### config.mk
export PLATFORM = sky130hd
export DESIGN_NAME = mario_pal_arb
export DESIGN_NICKNAME = d
export VERILOG_FILES = /design/src/rtl/mario_pal_pkg.sv /design/src/rtl/mario_pal_fifo.sv /design/src/rtl/mario_pal_arb.sv
export SDC_FILE = /design/constraint.sdc
export NUM_CORES = 1
export LEC_CHECK = 0
export ABC_AREA = 1
export BUFFER_PORTS_ARGS = -buffer_cell sky130_fd_sc_hd__buf_2
export CAP_MARGIN = 10
export CORE_ASPECT_RATIO = 0.6
export CORE_UTILIZATION = 55
export DETAILED_ROUTE_END_ITERATION = 8
export MAX_ROUTING_LAYER = met4
export PLACE_DENSITY = 0.78
export SYNTH_ARGS = -nofsm -noshare
export SYNTH_HDL_FRONTEND = slang
export SYNTH_SLANG_ARGS = --single-unit
### constraint.sdc
create_clock -name I_CLK_24M -period 2.2 [get_ports I_CLK_24M]
set_input_delay 0.22 -clock I_CLK_24M [delete_from_list [all_inputs] [get_ports I_CLK_24M]]
set_output_delay 0.22 -clock I_CLK_24M [all_outputs]
set_load 0.02 [all_outputs]
### src/rtl/mario_pal_pkg.sv
// Shared widths, arbitration slot encoding and write-buffer entry type
// for the palette RAM arbiter.
package mario_pal_pkg;

    localparam int PAL_AW = 9;
    localparam int PAL_DW = 8;

    typedef enum logic [1:0] {
        SLOT_IDLE,
        SLOT_VIDEO,
        SLOT_WRITE,
        SLOT_RB
    } slot_e;

    typedef struct packed {
        logic [PAL_AW-1:0] addr;
        logic [PAL_DW-1:0] data;
    } pal_wr_t;

endpackage

### src/rtl/mario_pal_fifo.sv
// Download write buffer: synchronous FIFO with push/pop, full/empty
// and occupancy count. Push at full is accepted only with a pop.
module mario_pal_fifo
    import mario_pal_pkg::*;
#(
    parameter int FIFO_DEPTH = 4,
    localparam int PW = $clog2(FIFO_DEPTH),
    localparam int CW = $clog2(FIFO_DEPTH + 1)
) (
    input  logic          clk_i,
    input  logic          rst_ni,
    input  logic          push_i,
    input  pal_wr_t       din_i,
    input  logic          pop_i,
    output pal_wr_t       dout_o,
    output logic          full_o,
    output logic          empty_o,
    output logic [CW-1:0] count_o
);

    pal_wr_t       mem_q [FIFO_DEPTH];
    logic [PW-1:0] wr_ptr_q, wr_ptr_d;
    logic [PW-1:0] rd_ptr_q, rd_ptr_d;
    logic [CW-1:0] cnt_q, cnt_d;
    logic          push_ok;
    logic          pop_ok;

    assign empty_o = (cnt_q == '0);
    assign full_o  = (cnt_q == CW'(FIFO_DEPTH));
    assign count_o = cnt_q;
    assign dout_o  = mem_q[rd_ptr_q];

    assign pop_ok  = pop_i & ~empty_o;
    assign push_ok = push_i & (~full_o | pop_ok);

    always_comb begin
        wr_ptr_d = wr_ptr_q;
        rd_ptr_d = rd_ptr_q;
        cnt_d    = cnt_q;
        if (push_ok) wr_ptr_d = wr_ptr_q + PW'(1);
        if (pop_ok)  rd_ptr_d = rd_ptr_q + PW'(1);
        cnt_d = cnt_q + CW'(push_ok) - CW'(pop_ok);
    end

    always_ff @(posedge clk_i) begin
        if (push_ok) mem_q[wr_ptr_q] <= din_i;
    end

    always_ff @(posedge clk_i or negedge rst_ni) begin
        if (!rst_ni) begin
            wr_ptr_q <= '0;
            rd_ptr_q <= '0;
            cnt_q    <= '0;
        end else begin
            wr_ptr_q <= wr_ptr_d;
            rd_ptr_q <= rd_ptr_d;
            cnt_q    <= cnt_d;
        end
    end

endmodule

### src/rtl/mario_pal_arb.sv
// Time-slot arbiter sharing a single-port 512x8 palette RAM between pixel
// lookups and buffered download writes. Optional readback: MARIO_PAL_READBACK_EN.
module mario_pal_arb
    import mario_pal_pkg::*;
#(
    parameter int   FIFO_DEPTH = 4,
    parameter logic CL2        = 1'b1
) (
    input  logic              I_CLK_24M,
    input  logic              I_RESETn,
    input  logic              I_CEN6,
    input  logic [7:0]        I_PIX_AB,
    input  logic              I_CMPBLKn,
    input  logic              I_DL_WR,
    input  logic [PAL_AW-1:0] I_DL_ADDR,
    input  logic [PAL_DW-1:0] I_DL_DATA,
    output logic              O_DL_FULL,
    output logic              O_DL_OVF,
    output logic [PAL_AW-1:0] O_RAM_A,
    output logic [PAL_DW-1:0] O_RAM_D,
    output logic              O_RAM_WE,
    input  logic [PAL_DW-1:0] I_RAM_Q,
    output logic [2:0]        O_R,
    output logic [2:0]        O_G,
    output logic [1:0]        O_B
`ifdef MARIO_PAL_READBACK_EN
    ,
    input  logic              I_RB_REQ,
    input  logic [PAL_AW-1:0] I_RB_ADDR,
    output logic              O_RB_ACK,
    output logic [PAL_DW-1:0] O_RB_DATA
`endif
);

    localparam int CW = $clog2(FIFO_DEPTH + 1);

    pal_wr_t           wr_in;
    pal_wr_t           fifo_head;
    logic              fifo_full;
    logic              fifo_empty;
    logic              fifo_pop;
    logic [CW-1:0]     fifo_cnt;
    logic              at_cap;

    slot_e             slot;
    logic              vid_slot;
    logic              blank_pix;
    logic              rb_go;

    logic [PAL_AW-1:0] ram_a_q, ram_a_d;
    logic [PAL_DW-1:0] ram_d_q, ram_d_d;
    logic              ram_we;
    logic              vid_pend_q;
    logic              ovf_q;
    logic [7:0]        col_q;

    assign wr_in.addr = I_DL_ADDR;
    assign wr_in.data = I_DL_DATA;

    mario_pal_fifo #(
        .FIFO_DEPTH(FIFO_DEPTH)
    ) u_fifo (
        .clk_i  (I_CLK_24M),
        .rst_ni (I_RESETn),
        .push_i (I_DL_WR),
        .din_i  (wr_in),
        .pop_i  (fifo_pop),
        .dout_o (fifo_head),
        .full_o (fifo_full),
        .empty_o(fifo_empty),
        .count_o(fifo_cnt)
    );

    assign at_cap    = (fifo_cnt == CW'(FIFO_DEPTH));
    assign vid_slot  = I_CEN6 & I_CMPBLKn;
    assign blank_pix = I_CEN6 & ~I_CMPBLKn;

`ifdef MARIO_PAL_READBACK_EN
    logic              rb_pend_q;
    logic [PAL_DW-1:0] rb_data_q;

    // Requester holds REQ through the ack cycle, so mask it while pending.
    assign rb_go     = I_RB_REQ & ~rb_pend_q;
    assign O_RB_ACK  = rb_pend_q;
    assign O_RB_DATA = rb_data_q;

    always_ff @(posedge I_CLK_24M or negedge I_RESETn) begin
        if (!I_RESETn) begin
            rb_pend_q <= 1'b0;
            rb_data_q <= '0;
        end else begin
            rb_pend_q <= (slot == SLOT_RB);
            if (rb_pend_q) rb_data_q <= I_RAM_Q;
        end
    end
`else
    assign rb_go = 1'b0;
`endif

    always_comb begin
        slot = SLOT_IDLE;
        if (vid_slot)
            slot = SLOT_VIDEO;
        else if (!fifo_empty)
            slot = SLOT_WRITE;
        else if (rb_go)
            slot = SLOT_RB;
    end

    always_comb begin
        ram_a_d  = ram_a_q;
        ram_d_d  = ram_d_q;
        ram_we   = 1'b0;
        fifo_pop = 1'b0;
        unique case (slot)
            SLOT_VIDEO: ram_a_d = {CL2, I_PIX_AB};
            SLOT_WRITE: begin
                ram_a_d  = fifo_head.addr;
                ram_d_d  = fifo_head.data;
                ram_we   = 1'b1;
                fifo_pop = 1'b1;
            end
`ifdef MARIO_PAL_READBACK_EN
            SLOT_RB:    ram_a_d = I_RB_ADDR;
`endif
            default: ;
        endcase
    end

    always_ff @(posedge I_CLK_24M or negedge I_RESETn) begin
        if (!I_RESETn) begin
            ram_a_q    <= '0;
            ram_d_q    <= '0;
            vid_pend_q <= 1'b0;
            col_q      <= '0;
            ovf_q      <= 1'b0;
        end else begin
            ram_a_q    <= ram_a_d;
            ram_d_q    <= ram_d_d;
            vid_pend_q <= vid_slot;
            if (vid_pend_q)
                col_q <= I_RAM_Q;
            else if (blank_pix)
                col_q <= '0;
            if (I_DL_WR && at_cap && !fifo_pop)
                ovf_q <= 1'b1;
        end
    end

    assign O_RAM_A   = ram_a_d;
    assign O_RAM_D   = ram_d_d;
    assign O_RAM_WE  = ram_we;
    assign O_DL_FULL = fifo_full;
    assign O_DL_OVF  = ovf_q;
    assign O_R       = col_q[7:5];
    assign O_G       = col_q[4:2];
    assign O_B       = col_q[1:0];

endmodule

==> flow_metrics.tcl, run 1 <==
set metrics [dict create \
    hold_violations 0 \
    critPathSlowestCell "dfrtp_1" \
    syn_inst 392 \
    power_mw 6.568 \
    synthMuxAreaShare_pct 0 \
    firstDrtPassIters 4 \
    stdcell_area_sq_um 4961 \
    path_buf_inv 4 \
    final-setup-viol-count 0 \
    synth_warnings 0 \
    clk_pin_slew_ps 60 \
    post_cts_resized 0 \
    dpl.hpwl_mm 5.780 \
    synth.area.top_cells "edfxtp_1 48%, dfrtp_1 20%, nand2_1 12%" \
    synth_area_per_cell_sq_um 10.89 \
    rsz0062_at_grt "no" \
    syn_nets 437 \
    grt_pass1_vias 2859 \
    power.density_nw_per_um2 1324 \
    clkLatencyLatePin_ps 340 \
    p_leak_nw 2.241 \
    yosysTopAreaCellShare_pct 47.82 \
    holdPathEnd "col_q[7]" \
    cts-root-buf "clkbuf_16" \
    tns_ps 0 \
    core.rowCount 24 \
    grt_pass1_wl_mm 14.09 \
    rr_startpoint "u_fifo.count_o[1]" \
    fin_util_pct 67.16 \
    outcome "finished clean" \
    min_period_over_period_pct 91.11 \
    end_kind "primary output" \
    hold_class "in -> reg" \
    start_util_pct 57.81 \
    synth.distinct_cells 27 \
    place_area_sq_um 4679 \
    h-tree-depth 3 \
    fin_nets 508 \
    syn_to_final_growth_pct 16.17 \
    drt_iter0_markers 215 \
    report.final.slew_viol_count 0 \
    post_cts_buffers 0 \
    antenna_found_initial 0 \
    synth_common_cells "141 x nand2_1, 68 x edfxtp_1, 34 x dfrtp_1, 33 x inv_1, 24 x o21ai_0" \
    tritoncts "done" \
    routedWlPerCell_um 15.28 \
    maxCapViolCount 0 \
    tightest_slew_ps 783.9 \
    post-place-cells 555 \
    arrival_ps 1780 \
    drc_errors 0 \
    n_antenna_cell 0 \
    synth.most_common_cell "nand2_1" \
    cpPeakStageDelay_ps 370 \
    timing.final.ws_setup_ps 195.6 \
    reg2regPathDepth 9 \
    synth_seq_area_share_pct 67.74 \
    synth-simple-area-share_pct 17.87 \
    synthXorXnorAreaFrac_pct 0.4102 \
    clock-sinks 102 \
    worstSetupStartpointType "flop" \
    final_cells 572 \
    synth_top_family_by_area "simple AND/OR/NAND/NOR gates" \
    postSynth.asyncResetShare_pct 33.33 \
    holdBufCountCts 1 \
    holdPathStages 3 \
    nFillCells 581 \
    path_class "reg -> out" \
    gp_congestion 0.8151 \
    die_h_um 70.26 \
    rrSetupSlack_ps 290 \
    portBuffers 65 \
    synth_edf_count 68 \
    synth_area_leader_cell "edfxtp_1" \
    worstPathCellList "inv_2 > a21oi_4 > buf_4 > nand3_1 > nand2_1 > inv_1 > buf_2" \
    finClkSkew_ps 4.436 \
    synth_compound_area_share_pct 5.567 \
    cts_buffers 9 \
    critPathTopFamily "buffers and inverters" \
    synth_adder_area_share_pct 2.227 \
    coreArea_sq_um 7387 \
    syn_area_sq_um 4270 \
    whs_ps 82.81 \
    routed_wl_mm 8.742 \
    ys_seq_elements 102 \
    grt_max_degree 37 \
    viasPerCell 5.136 \
    path_max_fanout 19 \
    overflow 0 \
    drive_above_1_share_pct 21.37 \
    die_width_um 115.8 \
    track_usage_pct 24.79 \
    period_needed_ps 2004 \
    r2r-end "u_fifo.count_o[2]" \
    cp.required_ps 1980 \
    fmax_mhz 498.9 \
    ir_drop_v 0.0006616 \
    min_from "I_RAM_Q[7]" \
    dieArea_sq_um 8132 \
    io_pins 66 \
    preCtsSetupSlack_ps 300.7 \
    cts_max_path_buffers 2 \
    ant_nets 0 \
    relSlewSlack_pct 47.74 \
    synth_top_flop_cell "edfxtp_1" \
    num_vias 2938 \
]
## layer usage
layer / vias up / wire [um] / track usage, %
met5: - / 0 / -
met4: 0 / 146 / 9.829
met3: 12 / 561 / 6.076
met2: 89 / 4046 / 36.99
met1: 1414 / 3988 / 33.01
li1: 1423 / - / -
## cell type report
class,instances,area (sq um),area share [%]
multi-input cells,237,1114,22.45
inverters,37,142.6,2.875
repair buffers,76,410.4,8.272
well taps,104,130.1,2.623
clock inverters,2,7.507,0.1513
flip-flops and latches,102,2893,58.31
clock buffers,14,264.0,5.322
## sequential cells by signal (all words and copies together) (netlist names)
signal	flops
O_DL_OVF	1
ram_a_q	9
u_fifo.count_o	3
u_fifo.mem_q	68
vid_pend_q	1
u_fifo.wr_ptr_q	2
ram_d_q	8
col_q	8
u_fifo.rd_ptr_q	2
## how the worst max path moves through the flow
| stage | startpoint | endpoint | cells past startpoint |
|---|---|---|---|
| after floorplan | u_fifo.count_o[2] | u_fifo.count_o[2] | 8 |
| after global placement | u_fifo.count_o[0] | u_fifo.count_o[2] | 7 |
| after detailed placement | u_fifo.count_o[1] | u_fifo.count_o[2] | 9 |
| after CTS | u_fifo.count_o[0] | O_RAM_A[8] | 7 |
| after global routing | u_fifo.rd_ptr_q[0] | O_RAM_D[2] | 8 |
| final | u_fifo.count_o[0] | O_RAM_A[8] | 7 |
## report_power, final
part / switching (mW) / total (mW) / internal (mW)
combinational: 1.70 / 2.44 / 0.742
sequential: 0.163 / 2.67 / 2.51
clock: 0.633 / 1.46 / 0.823
## tightest hold or removal path: stages
cell and delay [ps]:
buf_2 70, nand2_1 40, o21ai_0 50
## layout by cell type (no fill, tap or decap), types with 3 or more instances in the layout
cell type	count
buf_2	65
buf_4	10
clkbuf_1	3
clkbuf_16	9
dfrtp_1	34
edfxtp_1	68
ha_1	6
inv_1	33
nand2_1	141
nand3_1	5
nand4_1	9
nor2_1	21
nor2_2	3
o21ai_0	24
o21ai_1	17
## kinds of logic (layout without fill, tap and decap cells)
logic type               after synthesis  after routing
buffers and inverters                 53            129
XOR/XNOR                               2              2
flip-flops                           102            102
AO/OA/AOI/OAI                         44             44
adder cells (fa/ha/maj)                7              7
AND/OR/NAND/NOR                      184            184
No activity file was read; power rests on OpenSTA's default activity.
==> run 2, diff against run 1 <==
--- a/config.mk
+++ b/config.mk
@@ -13,6 +13,7 @@
 export DETAILED_ROUTE_END_ITERATION = 8
 export MAX_ROUTING_LAYER = met4
 export PLACE_DENSITY = 0.78
+export SLEW_MARGIN = 20
 export SYNTH_ARGS = -nofsm -noshare
 export SYNTH_HDL_FRONTEND = slang
 export SYNTH_SLANG_ARGS = --single-unit
==> constraint.sdc (replaced) <==
create_clock -name I_CLK_24M -period 2.4 [get_ports I_CLK_24M]
set_input_delay 0.24 -clock I_CLK_24M [delete_from_list [all_inputs] [get_ports I_CLK_24M]]
set_output_delay 0.24 -clock I_CLK_24M [all_outputs]
set_load 0.02 [all_outputs]
==> run 2 against run 1 <==
Compared with the run above: first-iteration DRC count decreased by 1.4%; core utilization increased by 0.20 points; worst setup slack improved by 120 ps; clock-buffer cell count decreased by 3; non-clock buffer count decreased by 1; via count increased by 1.4%; clock skew increased by 3.3 ps; clock power decreased by 3%; critical endpoint is now O_RAM_A[2].
==> flow_metrics.tcl, run 2 (synthesized netlist as in run 1, its figures left out) <==
set metrics [dict create \
    nFillCells 584 \
    hold_class "in -> reg" \
    drc_errors 0 \
    largest_register_ffs 68 \
    core.rowCount 24 \
    portBuffers 65 \
    finClkSkew_ps 7.738 \
    timing.final.ws_setup_ps 319.2 \
    routedWlPerCell_um 15.67 \
    maxCapViolCount 0 \
    end_kind "primary output" \
    arrival_ps 1840 \
    clkLatencyLatePin_ps 350 \
    die_width_um 115.8 \
    final_cell_mix "141 x nand2_1, 68 x edfxtp_1, 65 x buf_2" \
    whs_ps 101.1 \
    firstDrtPassIters 5 \
    n_antenna_cell 0 \
    dieArea_sq_um 8132 \
    hold_violations 0 \
    min_period_over_period_pct 86.70 \
    period_needed_ps 2081 \
    dpl.hpwl_mm 5.714 \
    io_pins 66 \
    overflow 0 \
    final-setup-viol-count 0 \
    die_h_um 70.26 \
    viasPerCell 5.219 \
    multi_input_area_sq_um 1114 \
    preCtsSetupSlack_ps 492.5 \
    post-place-cells 554 \
    p_comb_share_pct 36.7 \
    ir_drop_v 0.0007173 \
    fin_nets 507 \
    routed_wl_mm 8.949 \
    path_max_fanout 35 \
    layout_commonest_cell "nand2_1" \
    seqCellArea_sq_um 2893 \
    coreArea_sq_um 7387 \
    gp_congestion 0.8170 \
    syn_to_final_growth_pct 16.52 \
    grt_max_degree 37 \
    post_cts_resized 0 \
    num_vias 2980 \
    cts-root-buf "clkbuf_16" \
    relSlewSlack_pct 46.78 \
    clock-sinks 102 \
    h-tree-depth 3 \
    p_leak_nw 2.255 \
    power.density_nw_per_um2 1225 \
    power_frac_seq_pct 40.2 \
    final_cells 571 \
    grt_pass1_vias 2962 \
    outcome "finished clean" \
    cts_buffers 9 \
    tightest_slew_ps 798.3 \
    rsz0062_at_grt "no" \
    drt_iter0_markers 212 \
    fin_util_pct 67.36 \
    tns_ps 0 \
    top_regs "u_fifo.mem_q: 68 flops, ram_a_q: 9 flops" \
    tritoncts "done" \
    path_class "reg -> out" \
    clk_pin_slew_ps 70 \
    cts_max_path_buffers 2 \
    report.final.slew_viol_count 0 \
    internal_power_mw 3.754 \
    ant_nets 0 \
    grt_pass1_wl_mm 14.27 \
    drive_above_1_share_pct 22.27 \
    worstSetupStartpointType "flop" \
    antenna_found_initial 0 \
    fmax_mhz 480.6 \
    p_sw_share_pct 38.41 \
    clkPwrFrac_pct 23.1 \
    start_util_pct 57.81 \
    cp.required_ps 2160 \
    top_register "u_fifo.mem_q" \
    power.switching_mw 2.341 \
    track_usage_pct 25.15 \
]
[run 2: cell count changes in the layout (fill, tap and decap cells not counted)]
| cell | previous run | this run |
|---|---|---|
| clkinv_1 | 2 | 0 |
| clkbuf_8 | 2 | 1 |
| clkbuf_16 | 9 | 10 |
| clkbuf_1 | 3 | 0 |
| clkinv_4 | 0 | 1 |
| clkinv_2 | 1 | 4 |
| inv_4 | 1 | 2 |
| buf_4 | 10 | 9 |
[run 2: final cells by class]
cell class                 instances  area share, %
inverter                          37          2.866
timing repair buffer              75          8.097
multi-input combinational        237          22.38
clock inverter                     5         0.6035
sequential                       102          58.13
tap                              104          2.615
clock buffer                      11          5.306
[run 2: power groups by stage]
stage | registers [mW] | logic [mW] | clock network, mW
2_1_floorplan | 2.47 | 1.61 | 0
3_3_place_gp | 2.46 | 2.15 | 0
3_5_place_dp | 2.48 | 2.22 | 0
4_1_cts | 2.44 | 2.24 | 1.42
5_1_grt | 2.48 | 2.49 | 1.50
6_report | 2.45 | 2.24 | 1.41
[run 2: layer usage]
metal | track usage, % | up-vias | wire [um]
met5 | - | - | 0
met4 | 7.123 | 0 | 144
met3 | 7.899 | 22 | 602
met2 | 39.65 | 102 | 4263
met1 | 31.58 | 1443 | 3939
li1 | - | 1413 | -
[run 2: path summary, 6_finish.rpt]
check / startpoint / to / slack (ps) / cells past startpoint
worst max-delay path: u_fifo.rd_ptr_q[0] / O_RAM_A[2] / 320 / 6
worst min-delay path: I_RAM_Q[7] / col_q[7] / 100 / 3
worst max register to register: u_fifo.count_o[1] / u_fifo.count_o[2] / 450 / 9
worst min register to register: O_DL_OVF / O_DL_OVF / 470 / 1
max in group asynchronous: I_RESETn / ram_a_q[0] / 1370 / 2
min in group asynchronous: I_RESETn / ram_d_q[3] / 520 / 2
[run 2: what timing repair did]
item	4_1_cts	5_1_grt
buffers inserted	0	0
hold buffers	1	0
hold endpoints to repair	3	0
[run 2: metrics by stage]
step / total power [mW] / instance area [sq um]
2_1_floorplan: 4.075 / 4270
3_3_place_gp: 4.613 / 4672
3_5_place_dp: 4.696 / 4672
4_1_cts: 6.106 / 4976
5_1_grt: 6.468 / 4976
6_report: 6.096 / 4976
[run 2: critical path, cell delays in order (launching register included)]
cell and delay, ps:
dfrtp_1 390, buf_4 360, o21ai_0 180, o21ai_1 200, nand2_1 80, nand2_1 90, buf_2 170
==> run 3, diff against run 2 <==
--- a/config.mk
+++ b/config.mk
@@ -16,4 +16,5 @@
 export SLEW_MARGIN = 20
 export SYNTH_ARGS = -nofsm -noshare
 export SYNTH_HDL_FRONTEND = slang
+export SYNTH_HIERARCHICAL = 1
 export SYNTH_SLANG_ARGS = --single-unit
==> run 3 against run 2 <==
Compared with the run above: highest routed layer unchanged; clock skew fell by 1.7 ps; first-iteration DRC count fell by 20%; critical path type unchanged; clock-buffer cell count did not move; via count fell by 2.6%.
==> flow_metrics.tcl, run 3 <==
set metrics [dict create \
    outcome "finished clean" \
    top_register "u_fifo/mem_q" \
    syn_area_sq_um 4222 \
    grt_pass1_wl_mm 13.41 \
    power.density_nw_per_um2 1249 \
    cts_buffers 9 \
    routed_wl_mm 8.634 \
    die_h_um 69.86 \
    path_class "reg -> out" \
    cts-root-buf "clkbuf_16" \
    cts_max_path_buffers 2 \
    num_vias 2903 \
    place_area_sq_um 4604 \
    ant_nets 0 \
    portBuffers 65 \
    syn_nets 409 \
    rr_startpoint "u_fifo/count_o[1]" \
    h-tree-depth 3 \
    postSynth.asyncResetShare_pct 33.33 \
    min_from "I_RAM_Q[5]" \
    hold_violations 0 \
    critPathSlowestCell "dfrtp_1" \
    syn_to_final_growth_pct 15.95 \
    clk_pin_slew_ps 60 \
    rrSetupSlack_ps 220 \
    io_pins 66 \
    drt_iter0_markers 170 \
    coreArea_sq_um 7357 \
    drive_above_1_share_pct 23.48 \
    worstPathCellList "inv_4 > o21ai_0 > o21ai_1 > nand3_1 > nand3_1 > buf_2" \
    synth_area_leader_cell "edfxtp_1" \
    finClkSkew_ps 6.067 \
    synth_warnings 6 \
    top_regs "u_fifo/mem_q: 68 flops, ram_a_q: 9 flops" \
    antenna_found_initial 0 \
    final-setup-viol-count 0 \
    tightest_slew_ps 755.7 \
    report.final.slew_viol_count 0 \
    maxCapViolCount 0 \
    tns_ps 0 \
    synth.most_common_cell "edfxtp_1" \
    fin_nets 482 \
    layout_commonest_cell "edfxtp_1" \
    arrival_ps 1950 \
    clkLatencyLatePin_ps 340 \
    cp_common_cell "nand3_1" \
    final_cell_mix "68 x edfxtp_1, 66 x nand2_1, 65 x buf_2" \
    viasPerCell 5.307 \
    synth_top_family_by_area "simple AND/OR/NAND/NOR gates" \
    fmax_mhz 457.3 \
    synth-simple-area-share_pct 17.25 \
    period_needed_ps 2187 \
    hold_class "in -> reg" \
    core.rowCount 24 \
    n_antenna_cell 0 \
    routedWlPerCell_um 15.78 \
    synth_common_cells "68 x edfxtp_1, 66 x nand2_1, 56 x nor2_1, 50 x o21ai_1, 34 x dfrtp_1" \
    preCtsSetupSlack_ps 217.6 \
    dpl.hpwl_mm 6.016 \
    track_usage_pct 24.02 \
    synth_seq_area_share_pct 68.52 \
    p_leak_nw 2.102 \
    reg2regPathDepth 11 \
    start_util_pct 57.38 \
    clock-sinks 102 \
    syn_inst 365 \
    synth.distinct_cells 24 \
    tritoncts "done" \
    path_max_fanout 34 \
    end_kind "primary output" \
    synth_adder_area_share_pct 1.956 \
    cp.required_ps 2160 \
    grt_max_degree 36 \
    grt_pass1_vias 2665 \
    die_width_um 115.1 \
    holdPathStages 3 \
    drc_errors 0 \
    ir_drop_v 0.0009114 \
    synth_compound_area_share_pct 6.165 \
    synth_area_per_cell_sq_um 11.57 \
    synthXorXnorAreaFrac_pct 0.4149 \
    rsz0062_at_grt "no" \
    stdcell_area_sq_um 4895 \
    worstSetupStartpointType "flop" \
    largest_register_ffs 68 \
    synth_top_flop_cell "edfxtp_1" \
    firstDrtPassIters 4 \
    yosysTopAreaCellShare_pct 48.37 \
    holdPathEnd "col_q[5]" \
    ys_seq_elements 102 \
    synth.area.top_cells "edfxtp_1 48%, dfrtp_1 20%, o21ai_1 5.9%" \
    fin_util_pct 66.53 \
    relSlewSlack_pct 49.62 \
    gp_congestion 0.8466 \
    cpPeakStageDelay_ps 430 \
    r2r-end "u_fifo/count_o[2]" \
    min_period_over_period_pct 91.11 \
    nFillCells 562 \
    power_mw 6.113 \
    synthMuxAreaShare_pct 0 \
    timing.final.ws_setup_ps 213.3 \
    overflow 0 \
    synth_edf_count 68 \
    dieArea_sq_um 8041 \
]
==> run 3: changes by cell type in the layout (fill, tap and decap cells not counted), moves of 16 or more <==
cell / delta
o21ai_0: -22
o21ai_1: +33
nor2_1: +35
nand2_1: -75
inv_1: -16
nand3_1: +28
==> run 3: what timing repair did <==
action,4_1_cts,5_1_grt
setup buffers,0,0
gates resized for setup,0,2
hold buffers,1,0
endpoints found under the hold margin,34,0
endpoints found under the setup margin,0,4
==> run 3: cells by family after synthesis <==
group,after synthesis
AOI/OAI and AO/OA,52
xor gates and xnor gates,2
adders and majority gates,6
buffers and inverters,36
DFF,102
and+or+nand+nor,167
==> run 3: where the power goes <==
group | switching [mW] | internal, mW
logic | 1.57 | 0.725
clock network | 0.596 | 0.729
registers | 0.175 | 2.32
total | 2.34 | 3.78
==> run 3: final cells by class <==
class	instances	area, sq um	share of cell area [%]
sequential	102	2893	59.10
clock buffer	11	242.7	4.959
clock inverter	5	35.03	0.7157
tap	104	130.1	2.658
multi-input combinational	227	1089	22.24
inverter	22	95.09	1.943
timing repair buffer	76	410.4	8.384
==> run 3: per-layer routing <==
metal | wire length (um) | GRT usage, %
met1 | 3999 | 34.20
met2 | 3863 | 33.67
met3 | 640 | 5.642
met4 | 131 | 9.524
met5 | 0 | -
==> run 3: worst max path at each step <==
stage                                  start                 end  slack (ps)  cells past startpoint
after floorplan            u_fifo/count_o[2]  u_fifo/mem_q[0][0]         -40                     11
after global placement     u_fifo/count_o[1]   u_fifo/count_o[2]         300                     11
after detailed placement   u_fifo/count_o[1]   u_fifo/count_o[2]         220                     11
after CTS                 u_fifo/rd_ptr_q[1]          O_RAM_A[7]          30                      6
final                     u_fifo/rd_ptr_q[1]          O_RAM_A[7]         210                      6
after global routing      u_fifo/rd_ptr_q[1]          O_RAM_A[7]          60                      6
==> run 3: worst max-delay path: cells and delay by family, from the launching register on <==
| family | cells | cell delay (ps) |
|---|---|---|
| flops | 1 | 430 |
| compound gates | 2 | 430 |
| simple gates | 2 | 280 |
| buf+inv | 2 | 440 |
==> run 3: metrics by stage <==
step                      hold WS, ps  std cells
after CTS                       94.20        547
after detailed placement        356.5        530
after global placement          335.5        530
final                           105.9        547
after floorplan                -55.59        365
after global routing            108.0        547
